[src/rtl/out_mem_drain_ctrl.sv]
// out_mem_drain_ctrl
// Drains the output SRAM to DRAM after the write sequencer signals that a
// row group (CONV) or a result vector (FC) is complete.
//
// Ports:
//   clk, rst_n            clock, asynchronous active-low reset
//   conv_or_fc            layer type (00 CONV, 01 FC, others reserved)
//   out_buf_ready         1-cycle drain request
//   wr_en_in, wr_addr_in  write-sequencer SRAM access (always has priority)
//   dram_base(_load)      DRAM byte base address and its load strobe
//   mem_rdata             SRAM read data, one cycle after a read issue
//   mem_addr/en/wen       shared SRAM port
//   dram_w*               DRAM write beat stream (valid/ready)
//   drain_busy/done       status to the layer controller
//   overflow_err          sticky request-while-busy / reserved-type flag
//
// state | meaning
// IDLE  | waiting for out_buf_ready
// READ  | issuing SRAM reads into the skid buffer
// FLUSH | all reads returned, waiting for the last beats to be accepted
module out_mem_drain_ctrl #(
  parameter int ADDR_W      = 13,
  parameter int DATA_W      = 128,
  parameter int DRAM_ADDR_W = 32,
  parameter int CONV_WORDS  = 7,
  parameter int FC_WORDS    = 1
) (
  input  logic                   clk,
  input  logic                   rst_n,
  input  logic [1:0]             conv_or_fc,
  input  logic                   out_buf_ready,
  input  logic                   wr_en_in,
  input  logic [ADDR_W-1:0]      wr_addr_in,
  input  logic [DRAM_ADDR_W-1:0] dram_base,
  input  logic                   dram_base_load,
  input  logic [DATA_W-1:0]      mem_rdata,
  output logic [ADDR_W-1:0]      mem_addr,
  output logic                   mem_en,
  output logic                   mem_wen,
  output logic                   dram_wvalid,
  input  logic                   dram_wready,
  output logic [DATA_W-1:0]      dram_wdata,
  output logic [DRAM_ADDR_W-1:0] dram_waddr,
  output logic                   drain_busy,
  output logic                   drain_done,
  output logic                   overflow_err
);

  localparam logic [1:0] S_IDLE  = 2'd0;
  localparam logic [1:0] S_READ  = 2'd1;
  localparam logic [1:0] S_FLUSH = 2'd2;

  localparam logic [1:0] LT_CONV = 2'b00;
  localparam logic [1:0] LT_FC   = 2'b01;

  localparam logic [ADDR_W-1:0]      CONV_LEN   = ADDR_W'(CONV_WORDS);
  localparam logic [ADDR_W-1:0]      FC_LEN     = ADDR_W'(FC_WORDS);
  localparam logic [DRAM_ADDR_W-1:0] BEAT_BYTES = DRAM_ADDR_W'(DATA_W / 8);

  logic [1:0]             state;
  logic [ADDR_W-1:0]      rd_ptr;
  logic [ADDR_W-1:0]      words;
  logic [ADDR_W-1:0]      beat_cnt;
  logic                   inflight;
  logic [1:0]             fifo_cnt;
  logic                   head;
  logic [DATA_W-1:0]      buf0;
  logic [DATA_W-1:0]      buf1;
  logic [DRAM_ADDR_W-1:0] addr_q;
  logic                   ovf_q;

  logic                   pop;
  logic                   push;
  logic                   wr_sel;
  logic [1:0]             occ;
  logic                   rd_issue;
  logic                   last_beat;
  logic                   type_ok;

  assign pop  = (fifo_cnt != 2'd0) & dram_wready;
  assign push = inflight;

  // Slots committed once this cycle's beat leaves: a word popped now frees its
  // slot for a read issued now, which keeps a steady stream at one beat per
  // clock while never holding more than two words (buffered + in flight).
  assign occ      = fifo_cnt + {1'b0, inflight} - {1'b0, pop};
  assign rd_issue = (state == S_READ) & ~wr_en_in & (rd_ptr < words) & (occ < 2'd2);

  assign last_beat = pop & (state != S_IDLE) & (beat_cnt == words - ADDR_W'(1));
  assign type_ok   = (conv_or_fc == LT_CONV) | (conv_or_fc == LT_FC);

  assign mem_wen = wr_en_in;
  assign mem_en  = wr_en_in | rd_issue;
  assign mem_addr = wr_en_in ? wr_addr_in : rd_ptr;

  assign dram_wvalid  = (fifo_cnt != 2'd0);
  assign dram_wdata   = head ? buf1 : buf0;
  assign dram_waddr   = addr_q;
  assign drain_busy   = (state != S_IDLE);
  assign drain_done   = last_beat;
  assign overflow_err = ovf_q;

  always_ff @(posedge clk or negedge rst_n) begin
    if (!rst_n) begin
      state    <= S_IDLE;
      words    <= '0;
      rd_ptr   <= '0;
      beat_cnt <= '0;
    end else begin
      if (rd_issue) rd_ptr <= rd_ptr + ADDR_W'(1);
      if (pop)      beat_cnt <= beat_cnt + ADDR_W'(1);
      case (state)
        S_IDLE: begin
          if (out_buf_ready && type_ok) begin
            words    <= (conv_or_fc == LT_CONV) ? CONV_LEN : FC_LEN;
            rd_ptr   <= '0;
            beat_cnt <= '0;
            state    <= S_READ;
          end
        end
        S_READ: begin
          if (last_beat) state <= S_IDLE;
          else if ((rd_ptr == words) && !inflight) state <= S_FLUSH;
        end
        S_FLUSH: begin
          if (last_beat) state <= S_IDLE;
        end
        default: state <= S_IDLE;
      endcase
    end
  end

  // Two-entry skid buffer; a push never meets a full buffer because reads
  // are only issued when a slot is guaranteed.
  assign wr_sel = head ^ fifo_cnt[0];

  always_ff @(posedge clk or negedge rst_n) begin
    if (!rst_n) begin
      inflight <= 1'b0;
      fifo_cnt <= 2'd0;
      head     <= 1'b0;
      buf0     <= '0;
      buf1     <= '0;
    end else begin
      inflight <= rd_issue;
      if (push) begin
        if (wr_sel) buf1 <= mem_rdata;
        else        buf0 <= mem_rdata;
      end
      if (pop) head <= ~head;
      fifo_cnt <= fifo_cnt + {1'b0, push} - {1'b0, pop};
    end
  end

  // A base load wins over a same-cycle increment; a new error event wins
  // over a same-cycle clear.
  always_ff @(posedge clk or negedge rst_n) begin
    if (!rst_n) begin
      addr_q <= '0;
      ovf_q  <= 1'b0;
    end else begin
      if (dram_base_load) addr_q <= dram_base;
      else if (pop)       addr_q <= addr_q + BEAT_BYTES;
      if (out_buf_ready && ((state != S_IDLE) || !type_ok)) ovf_q <= 1'b1;
      else if (dram_base_load)                              ovf_q <= 1'b0;
    end
  end

endmodule
[config.mk]
export PLATFORM = sky130hd
export DESIGN_NAME = out_mem_drain_ctrl
export DESIGN_NICKNAME = d
export VERILOG_FILES = /design/src/rtl/out_mem_drain_ctrl.sv
export SDC_FILE = /design/constraint.sdc
export NUM_CORES = 1
export LEC_CHECK = 0
export ABC_CLOCK_PERIOD_IN_PS = 10800
export CAP_MARGIN = 20
export CORE_ASPECT_RATIO = 0.7
export CORE_MARGIN = 10
export CORE_UTILIZATION = 54
export CTS_CLUSTER_DIAMETER = 30
export DETAILED_ROUTE_END_ITERATION = 12
export PLACE_DENSITY = 0.87
export SLEW_MARGIN = 20
export SYNTH_ARGS = -nofsm -noshare
export SYNTH_HDL_FRONTEND = slang
export SYNTH_SLANG_ARGS = --single-unit
[constraint.sdc]
create_clock -name clk -period 10.8 [get_ports clk]
set_clock_uncertainty 0.2 [all_clocks]
set_input_delay 3.24 -clock clk [delete_from_list [all_inputs] [get_ports clk]]
set_output_delay 3.24 -clock clk [all_outputs]
set_load 0.005 [all_outputs]
Word level (Yosys, flattened, before mapping):

Cells that the tools add are included.

* input port bits: 181
* register bits: 334
* output and inout port bits: 179
* ROM bits: 0
* bits in writable memories: 0
* memories kept: 0
* bits in latches: 0
* logic and storage cells: 73

* reductions and logical operators: 16
* order comparisons: 2
* equal/unequal tests: 8
* add/sub/neg operators: 6
* divide/modulo/power cells: 0
* $mul: 0
* mux-type cells: 18
* bitwise logic cells: 12
* shifts and indexed selects: 0

Operators by type and width (count)
* $mux W128: 1
* $mux W13: 7
* $mux W32: 2
* $add A32 B5 Y32 const B: 1
* $add A13 B1 Y13 const B: 2
* $eq A13 B13 Y1: 2
* $lt A13 B13 Y1: 1
* $sub A13 B1 Y13 const B: 1
* $mux W2: 4
* $reduce_bool A2 Y1: 4
* $and A1 B1 Y1: 6
* $pmux W2 S3: 1
* $reduce_and A2 Y1: 3
* $eq A2 B1 Y1 const B: 2
* $logic_not A2 Y1: 2
* $ne A2 B2 Y1 const B: 2
* $logic_and A1 B1 Y1: 3
* $mux W3: 1
* $ne A3 B2 Y1 const B: 1
* $not A1 Y1: 3
* $reduce_and A3 Y1: 1
* $add A2 B1 Y2: 1
* $eq A2 B2 Y1 const B: 1
* $logic_not A1 Y1: 2
* 6 further kinds: 8

Logic depth before layout (Yosys ltp):

Gate-level depths: netlist of the first run.

* word-level depth: 8
* depth in mapped cells: 10
* depth with buffers taken out: 9

Worst setup path after synthesis of the first run:

Ideal clock, no wire load.

* kind: in2out
* start: input port dram_wready
* end: output port mem_en
* data arrival time: 5.340 ns
* slack: 2.020 ns
* stages on the path: 9
* required time: 7.360 ns
* cell sequence: o21ai_1 -> inv_1 -> buf_2 -> ha_1 -> inv_1 -> ha_1 -> xor3_1 -> or4b_1 -> nand2b_1

* cells in the longest elaborated chain, start to end: 5

RTL lines
* start: declaration: line 41 `input logic dram_wready,`
* $and A1 B1 Y1: line 80 `assign pop = (fifo_cnt != 2'd0) & dram_wready;`
* $sub A2 B1 Y2: line 86 `assign occ = fifo_cnt + {1'b0, inflight} - {1'b0, pop};`
* net occ[1]: line 75 `logic [1:0] occ;`
* $lt A2 B2 Y1: line 87 `assign rd_issue = (state == S_READ) & ~wr_en_in & (rd_ptr < words) & (occ < 2'd2);`
* $and A1 B1 Y1: line 87
* $or A1 B1 Y1: line 93 `assign mem_en = wr_en_in | rd_issue;`
* end: declaration: line 38 `output logic mem_en,`

The timed path passes the listed nets, and every way through them passes these cells.

Final worst setup path of the first run:

Ends and elaborated chain as after synthesis.

==> results of run 1 <==
-- worst register-to-register path: stages, from the launching register on --
cell and delay (ps):
dfrtp_4 790, buf_4 620, xnor2_1 290, nand2b_4 770, buf_4 940, mux2_2 480
-- metrics by stage --
step                hold slack (ps)    util  cell area, um2
floorplan                     249.8       -           14690
global placement              271.8  0.6922           18530
detailed placement            279.6  0.6922           18530
CTS                           299.3  0.7525           20150
global route                  307.1  0.7529           20160
finish                        298.5  0.7529           20160
-- cell type report --
class / count / area [um2]
Clock inverter: 25 / 269.0
Fill cell: 1694 / 6615
Tap cell: 364 / 455.4
Sequential cell: 323 / 8087
Timing Repair Buffer: 367 / 3671
Clock buffer: 62 / 1345
Inverter: 13 / 48.80
Antenna cell: 5 / 12.51
Multi-Input combinational cell: 673 / 6272
-- sequential cells by signal (all words and copies together) (netlist names) --
| name | cells |
|---|---|
| overflow_err | 1 |
| state | 2 |
| buf0 | 128 |
| words | 2 |
| inflight | 1 |
| buf1 | 128 |
| fifo_cnt | 2 |
| head | 1 |
| dram_waddr | 32 |
| beat_cnt | 13 |
| rd_ptr | 13 |
-- cells by family (layout without fill, tap and decap cells) --
kind of cell / Yosys count / in the layout / synth area share
multiplexers: 405 / 405 / 0.3101
flip-flops: 323 / 323 / 0.5504
AND/OR/NAND/NOR: 169 / 169 / 0.06288
buffers and inverters: 77 / 467 / 0.02351
AO/OA/AOI/OAI: 67 / 67 / 0.03042
XOR/XNOR: 22 / 22 / 0.01414
adder cells (fa/ha/maj): 10 / 10 / 0.008520
other: 0 / 5 / 0
-- power groups by stage --
stage | Clock, uW | Sequential [uW] | Combinational, uW
after global routing | 1630 | 2140 | 2730
after CTS | 1560 | 2070 | 2600
final | 1540 | 2070 | 2560
after floorplan | 0 | 1940 | 1380
after detailed placement | 0 | 2070 | 2550
after global placement | 0 | 2020 | 2490
-- cells in the final DEF (no fill, tap or decap), drive strengths merged, types with 4 or more instances in the layout --
| cell | count |
|---|---|
| clkinvlp | 7 |
| clkbuf | 62 |
| nand3 | 13 |
| nor2 | 28 |
| a21oi | 4 |
| nand2b | 6 |
| o31ai | 10 |
| and3 | 4 |
| buf | 9 |
| o311ai | 4 |
| nor3 | 5 |
| diode | 5 |
| and2 | 12 |
| mux2 | 400 |
| mux2i | 5 |
| xnor2 | 13 |
| bufinv | 4 |
| o21ai | 22 |
| clkdlybuf4s50 | 358 |
| a31oi | 13 |
| or4 | 9 |
| nor4 | 12 |
| inv | 17 |
| clkinv | 10 |
| or3 | 7 |
| nand4 | 16 |
| and4 | 4 |
| nand2 | 41 |
| ha | 10 |
| xor2 | 8 |
| dfrtp | 323 |
-- path summary, 6_finish.rpt --
path	from	endpoint	slack, ps	cells after the start
worst max-delay path	dram_wready	mem_en	970	10
worst min-delay path	buf1[9]$_DFFE_PN0P_	buf1[9]$_DFFE_PN0P_	300	1
worst max register to register	head$_DFFE_PN0N_	buf1[17]$_DFFE_PN0P_	6590	5
worst min register to register	buf1[9]$_DFFE_PN0P_	buf1[9]$_DFFE_PN0P_	300	1
max in group asynchronous	rst_n	head$_DFFE_PN0N_	6150	2
min in group asynchronous	rst_n	dram_waddr[25]$_DFFE_PN0N_	2580	1
-- routing by layer --
| layer | track usage | vias to the layer above |
|---|---|---|
| met1 | 0.2844 | 5201 |
| met2 | 0.4024 | 316 |
| met4 | 0.07766 | 0 |
| met5 | 0 | - |
| li1 | - | 4630 |
| met3 | 0.06158 | 53 |
==> results.toml, run 1 <==
[sta]
finalCriticalPeriod_ps = 9826
slew_headroom = 0.3228
fin_crit_sh = 0.9098
max_freq_mhz = 101.8
worstMarginPinSlew_ps = 1016
worst_slack_ps = 973.9
rsz0062_at_grt = "no"
setup_violations = 0
setup_tns_ps = 0
hold_viol_final = 0
drv_slew = 0

[synth]
netlist_area_mm2 = 0.01469
ys_seq_area_frac = 0.5504
synth_ff_type = "dfrtp_1"
synth_top_cells_by_count = "mux2_2 (400), dfrtp_1 (323), nand2_1 (41), buf_2 (30), nor2_1 (28)"
synth-seq-cells = 323
synthCells = 1073
synth_nets = 1264
ys_warn_count = 0
yosys-top-cells-area = "dfrtp_1 (55%), mux2_2 (31%), nand2_1 (1.0%), buf_2 (1.0%), ha_1 (0.85%)"
synth_top_area_frac = 0.5504
synth_cell_type_count = 51
synth_top_area_cell = "dfrtp_1"
synth-edff-count = 0
post-synth-top-count-cell = "mux2_2"
async_flop_share = 1.000
syn_avg_cell_area_um2 = 13.69

[layout]
nets = 1617
syn2layout_area_growth_pct = 37.28
fin_cells = 1832
layout-drive-gt1-share = 0.3424

[pwr]
power_uw = 6173
ir_drop_mv = 0.2350
p_seq_frac = 0.335
p_comb_frac = 0.415
power_density_mw_per_mm2 = 306.2
internal_power_uw = 4363
switching_share = 0.2933
netSwitchingPower_uw = 1810
p_leak_uw = 0.008363
clockPowerShare = 0.250

[clock_tree]
cts_tree = "built"
postCtsSetupBuffers = 0
numCtsBuffers = 48
cts_buffer_depth = 3
cts_num_sinks = 323
htreeDepth = 2
ctsHoldBuffers = 0
clk_root_buffer_cell = "clkbuf_16"
clock_latency_ps = 540
cts_resized = 0
path_clk_slew_ps = 50

[worst_setup_path]
cp_cell_sequence = "clkdlybuf4s50_1 -> o21ai_1 -> inv_1 -> ha_1 -> inv_1 -> ha_1 -> xor3_1 -> or4b_1 -> nand2b_1 -> clkdlybuf4s50_1"
crit_slowest_cell = "or4b_1"
cp.arrival_ps = 6390
timing.critical_path.buf_inv = 4
path_max_fanout = 5
path_class = "in2out"
start_kind = "input port"
crit_required_ps = 7360
crit_family = "buffers and inverters"
timing.critical_path.slowest_cell_delay_ps = 660
endpoint_kind = "output port"

[route]
top_layer_used = "met4"
wl_per_cell_um = 22.27
drt_iter0_markers = 590
vias_per_cell = 5.568
route.met3.wl_um = 2674
wl_met1_um = 16660
firstDrtPassIters = 6
dr_wl_met2_um = 20630
vias = 10200
route.detailed.drc = 0
routed_wl_um = 40800
ant_nets = 0

[global_routing]
grt_pass1_wl_um = 64110
grtUsageTotal = 0.2348
grt_max_degree = 128
antenna_found_initial = 5
gr-total-overflow = 0
grt_pass1_vias = 11340

[floorplan]
fp.dieW_um = 217.1
ios = 360
coreArea_mm2 = 0.02678
initial_core_util = 0.5485
die_area_mm2 = 0.03430
rows = 50
die_h_um = 158.0

[place]
dp_hpwl_um = 27710
dp_cells = 1740
place.gp.congestion = 0.9098
dp_slack_ps = 1018
port_buffers = 359

[status]
status = "finished, final reports clean"

[worst_hold_path]
hold_class = "reg2reg"

[run]
max-cap-violations = 0
No activity file was read; power rests on OpenSTA's default activity.
==> run 2, diff against run 1 <==
--- a/config.mk
+++ b/config.mk
@@ -8,7 +8,6 @@
 export ABC_CLOCK_PERIOD_IN_PS = 10800
 export CAP_MARGIN = 20
 export CORE_ASPECT_RATIO = 0.7
-export CORE_MARGIN = 10
 export CORE_UTILIZATION = 54
 export CTS_CLUSTER_DIAMETER = 30
 export DETAILED_ROUTE_END_ITERATION = 12
==> run 2 against run 1 <==
Net effect: hold slack worse by 6.3 ps; fmax up 0.49%; largest power group unchanged; count of clock-buffer cells in the layout unchanged; total power up 2.1%; critical path depth unchanged; via count down 1.4%; global-route usage up 3.5 points; setup slack better by 48 ps; routed wire length down 9.3%; final cell count up 0.11%.
==> results.toml, run 2 (synthesis results as in run 1) <==
[global_routing]
grt_pass1_wl_um = 59040
grt_pass1_vias = 10920
gr-total-overflow = 0
grt_max_degree = 163
grtUsageTotal = 0.2696
antenna_found_initial = 0

[route]
routed_wl_um = 37000
wl_per_cell_um = 20.17
route.detailed.drc = 0
firstDrtPassIters = 5
vias_per_cell = 5.486
drt_iter0_markers = 484
vias = 10060
ant_nets = 0

[layout]
multi_input_area_mm2 = 0.006272
fillers = 1613
syn2layout_area_growth_pct = 38.75
most-common-layout-cells = "mux2_2 (400), clkdlybuf4s50_1 (358), dfrtp_1 (322)"
nets = 1621
layout_commonest_cell = "mux2_2"
layout-drive-gt1-share = 0.3469
n_antenna_cell = 0
seqCellArea_mm2 = 0.008087

[sta]
slew_headroom = 0.2886
finalCriticalPeriod_ps = 9778
fin_crit_sh = 0.9054
rsz0062_at_grt = "no"
setup_violations = 0
hold_ws_ps = 292.2
max_freq_mhz = 102.3
hold_viol_final = 0
drv_slew = 0
setup_tns_ps = 0
worstMarginPinSlew_ps = 1067

[clock_tree]
clock_latency_ps = 540
path_clk_slew_ps = 50
cts_buffer_depth = 3
ctsHoldBuffers = 0
postCtsSetupBuffers = 0
cts_resized = 0
htreeDepth = 2
clk_root_buffer_cell = "clkbuf_16"
cts_tree = "built"
cts_num_sinks = 323
numCtsBuffers = 52

[floorplan]
coreArea_mm2 = 0.02671
rows = 50
fp.dieW_um = 199.1
initial_core_util = 0.5497
die_area_mm2 = 0.02787
ios = 360
die_h_um = 140.0

[pwr]
ir_drop_mv = 0.2320
power_uw = 6301
power_density_mw_per_mm2 = 309.2
p_leak_uw = 0.008476

[status]
status = "finished, final reports clean"

[worst_setup_path]
cp.arrival_ps = 6340
ff2ff_setup_slack_ps = 7040
start_kind = "input port"
path_max_fanout = 5
crit_required_ps = 7360
endpoint_kind = "output port"
path_class = "in2out"

[worst_hold_path]
hold_class = "reg2reg"

[place]
place.gp.congestion = 0.8951
dp_hpwl_um = 23760
port_buffers = 359

[run]
max-cap-violations = 0
## run 2: changes by cell type in the layout (fill, tap and decap cells not counted), sizes merged
cell      before  now
diode          5    0
inv           17   21
clkinvlp       7    6
bufinv         4    8
## run 2: area by class of cell
type,count,area share
sequential,323,0.3969
multi-input combinational,673,0.3078
timing repair buffer,367,0.1803
clock buffer,62,0.06920
tap,364,0.02235
clock inverter,32,0.02100
inverter,13,0.002395
## run 2: path summary, 6_finish.rpt
path | from | to | cells past startpoint
hold reg to reg | words[1]$_DFFE_PN0P_ | words[1]$_DFFE_PN0P_ | 2
setup / recovery | dram_wready | mem_en | 10
max in group asynchronous | rst_n | buf1[41]$_DFFE_PN0P_ | 2
hold / removal | words[1]$_DFFE_PN0P_ | words[1]$_DFFE_PN0P_ | 2
setup reg to reg | head$_DFFE_PN0N_ | buf1[84]$_DFFE_PN0P_ | 4
min in group asynchronous | rst_n | dram_waddr[25]$_DFFE_PN0N_ | 1
## run 2: routing by layer
| metal | track usage | vias to the layer above | routed length (um) |
|---|---|---|---|
| li1 | - | 4616 | - |
| met1 | 0.3380 | 5020 | 15090 |
| met2 | 0.4385 | 343 | 17660 |
| met3 | 0.08909 | 83 | 3160 |
| met4 | 0.09109 | 0 | 1090 |
| met5 | 0 | - | 0 |
## run 2: per-stage QoR
| stage | area (um2) | std cells | setup slack [ps] | utilization |
|---|---|---|---|---|
| 2_1_floorplan | 14690 | 1073 | 2020 | - |
| 3_3_place_gp | 18530 | 1740 | 1145 | 0.6938 |
| 3_5_place_dp | 18530 | 1740 | 1076 | 0.6938 |
| 4_1_cts | 20370 | 1834 | 1030 | 0.7626 |
| 5_1_grt | 20380 | 1834 | 879.5 | 0.7628 |
| 6_report | 20380 | 1834 | 1022 | 0.7628 |
## run 2: report_power, final
group / switching, uW / leakage (uW) / internal (uW) / total [uW]
clock network: 595 / 0.000888 / 1130 / 1730
registers: 330 / 0.00382 / 1750 / 2080
logic: 861 / 0.00377 / 1630 / 2500
total: 1790 / 0.00848 / 4510 / 6300
## run 2: critical path, cell delays in order
cell,delay [ps]
clkdlybuf4s50_1,450
o21ai_1,240
inv_1,140
ha_1,290
inv_1,70
ha_1,150
xor3_1,470
or4b_1,660
nand2b_1,120
clkdlybuf4s50_1,520
==> run 3, diff against run 2 <==
--- a/config.mk
+++ b/config.mk
@@ -9,7 +9,8 @@
 export CAP_MARGIN = 20
 export CORE_ASPECT_RATIO = 0.7
 export CORE_UTILIZATION = 54
-export CTS_CLUSTER_DIAMETER = 30
+export CTS_CLUSTER_DIAMETER = 120
+export CTS_CLUSTER_SIZE = 24
 export DETAILED_ROUTE_END_ITERATION = 12
 export PLACE_DENSITY = 0.87
 export SLEW_MARGIN = 20
==> run 3 against run 2 <==
Net effect: sequential power barely moved; combinational power barely moved; total power fell by 17%; final cell count fell by 4.1%; global-route usage fell by 2.4 points; count of clock-buffer cells in the layout fell by 44; die area did not move; core utilization fell by 5.2 points; flip-flop and latch count did not move; non-clock buffer count did not move.
==> results.toml, run 3 (synthesis results as in run 1) <==
[status]
status = "finished, final reports clean"

[sta]
setup_violations = 0
slew_headroom = 0.2816
hold_ws_ps = 306.6
drv_slew = 0
finalCriticalPeriod_ps = 9734
setup_tns_ps = 0
worstMarginPinSlew_ps = 1078
max_freq_mhz = 102.7
fin_crit_sh = 0.9013
rsz0062_at_grt = "no"
hold_viol_final = 0

[clock_tree]
cts_buffer_depth = 3
htreeDepth = 1
cts_resized = 0
numCtsBuffers = 17
clock_latency_ps = 500
ctsHoldBuffers = 0
path_clk_slew_ps = 80
clk_root_buffer_cell = "clkbuf_16"
cts_tree = "built"
postCtsSetupBuffers = 0
cts_num_sinks = 323

[worst_setup_path]
cp_cell_sequence = "clkdlybuf4s50_1 -> o21ai_1 -> inv_1 -> ha_1 -> inv_1 -> ha_1 -> xor3_1 -> or4b_1 -> nand2b_1 -> clkdlybuf4s50_1"
path_max_fanout = 5
path_class = "in2out"
timing.critical_path.slowest_cell_delay_ps = 660
cp.arrival_ps = 6290
start_kind = "input port"
endpoint_kind = "output port"
crit_slowest_cell = "or4b_1"
crit_required_ps = 7360

[run]
max-cap-violations = 0

[layout]
nets = 1586
final_area_mm2 = 0.01898
syn2layout_area_growth_pct = 29.27
fin_util = 0.7106
layout_commonest_cell = "mux2_2"
n_antenna_cell = 0
layout-drive-gt1-share = 0.3140
most-common-layout-cells = "mux2_2 (400), clkdlybuf4s50_1 (358), dfrtp_1 (322)"

[global_routing]
antenna_found_initial = 0
gr-total-overflow = 0
grtUsageTotal = 0.2452
grt_pass1_vias = 10110
grt_max_degree = 163
grt_pass1_wl_um = 54430

[pwr]
ir_drop_mv = 0.2016
p_leak_uw = 0.007805
power_density_mw_per_mm2 = 274.0

[route]
drt_iter0_markers = 451
wl_per_cell_um = 19.58
route.detailed.drc = 0
vias_per_cell = 5.551
routed_wl_um = 34440
vias = 9764
ant_nets = 0
firstDrtPassIters = 4

[floorplan]
rows = 50
coreArea_mm2 = 0.02671
die_h_um = 140.0
fp.dieW_um = 199.1
ios = 360
initial_core_util = 0.5497
die_area_mm2 = 0.02787

[worst_hold_path]
hold_class = "reg2reg"

[place]
dpl_cell_area_mm2 = 0.01853
port_buffers = 359
dp_hpwl_um = 23760
place.gp.congestion = 0.8951
run 3: cell count changes in the layout (fill, tap and decap cells not counted), sizes merged:
cell      previous run  this run
bufinv               8         0
clkbuf              62        18
clkinv              10         1
clkinvlp             6         0
inv                 21        13
run 3: path summary, 6_finish.rpt:
| check | endpoint | startpoint | cells after the start | slack, ps |
|---|---|---|---|---|
| worst max-delay path | mem_en | dram_wready | 10 | 1070 |
| worst min-delay path | dram_waddr[1]$_DFFE_PN0P_ | dram_waddr[1]$_DFFE_PN0P_ | 1 | 310 |
| worst max register to register | buf1[59]$_DFFE_PN0P_ | head$_DFFE_PN0N_ | 4 | 7080 |
| worst min register to register | dram_waddr[1]$_DFFE_PN0P_ | dram_waddr[1]$_DFFE_PN0P_ | 1 | 310 |
| max in group asynchronous | buf1[43]$_DFFE_PN0P_ | rst_n | 2 | 6550 |
| min in group asynchronous | dram_waddr[28]$_DFFE_PN0N_ | rst_n | 1 | 2500 |
run 3: per-layer routing:
layer	GRT usage	wire, um	share of wire
met1	0.3242	14790	0.43
met2	0.3985	16060	0.47
met3	0.06381	2576	0.075
met4	0.07085	1006	0.029
met5	0	0	0
run 3: cell type report:
type                       count  area [um2]
clock buffer                  18       429.2
sequential                   323        8087
fill                        1814        7730
timing repair buffer         367        3675
inverter                      13       48.80
tap                          364       455.4
clock inverter                 1       16.27
multi-input combinational    673        6272
run 3: worst max-delay path, delay by kind of cell:
family / cells / cell delay, ps
buffers and inverters: 4 / 1140
AND/OR/NAND/NOR: 2 / 780
XOR/XNOR: 1 / 460
adder cells (fa/ha/maj): 2 / 430
AO/OA/AOI/OAI: 1 / 240
run 3: power breakdown:
group	internal (uW)	leakage (uW)	total [uW]	switching (uW)
clock network	288	0.000218	664	376
registers	1740	0.00382	2060	320
logic	1630	0.00377	2470	841
run 3: metrics by stage:
step / cells / power (uW) / worst slack, ps
final: 1759 / 5201 / 1066
after global routing: 1759 / 5502 / 911.1
after global placement: 1740 / 4468 / 1145
after CTS: 1759 / 5248 / 1060
after floorplan: 1073 / 3328 / 2020
after detailed placement: 1740 / 4564 / 1076
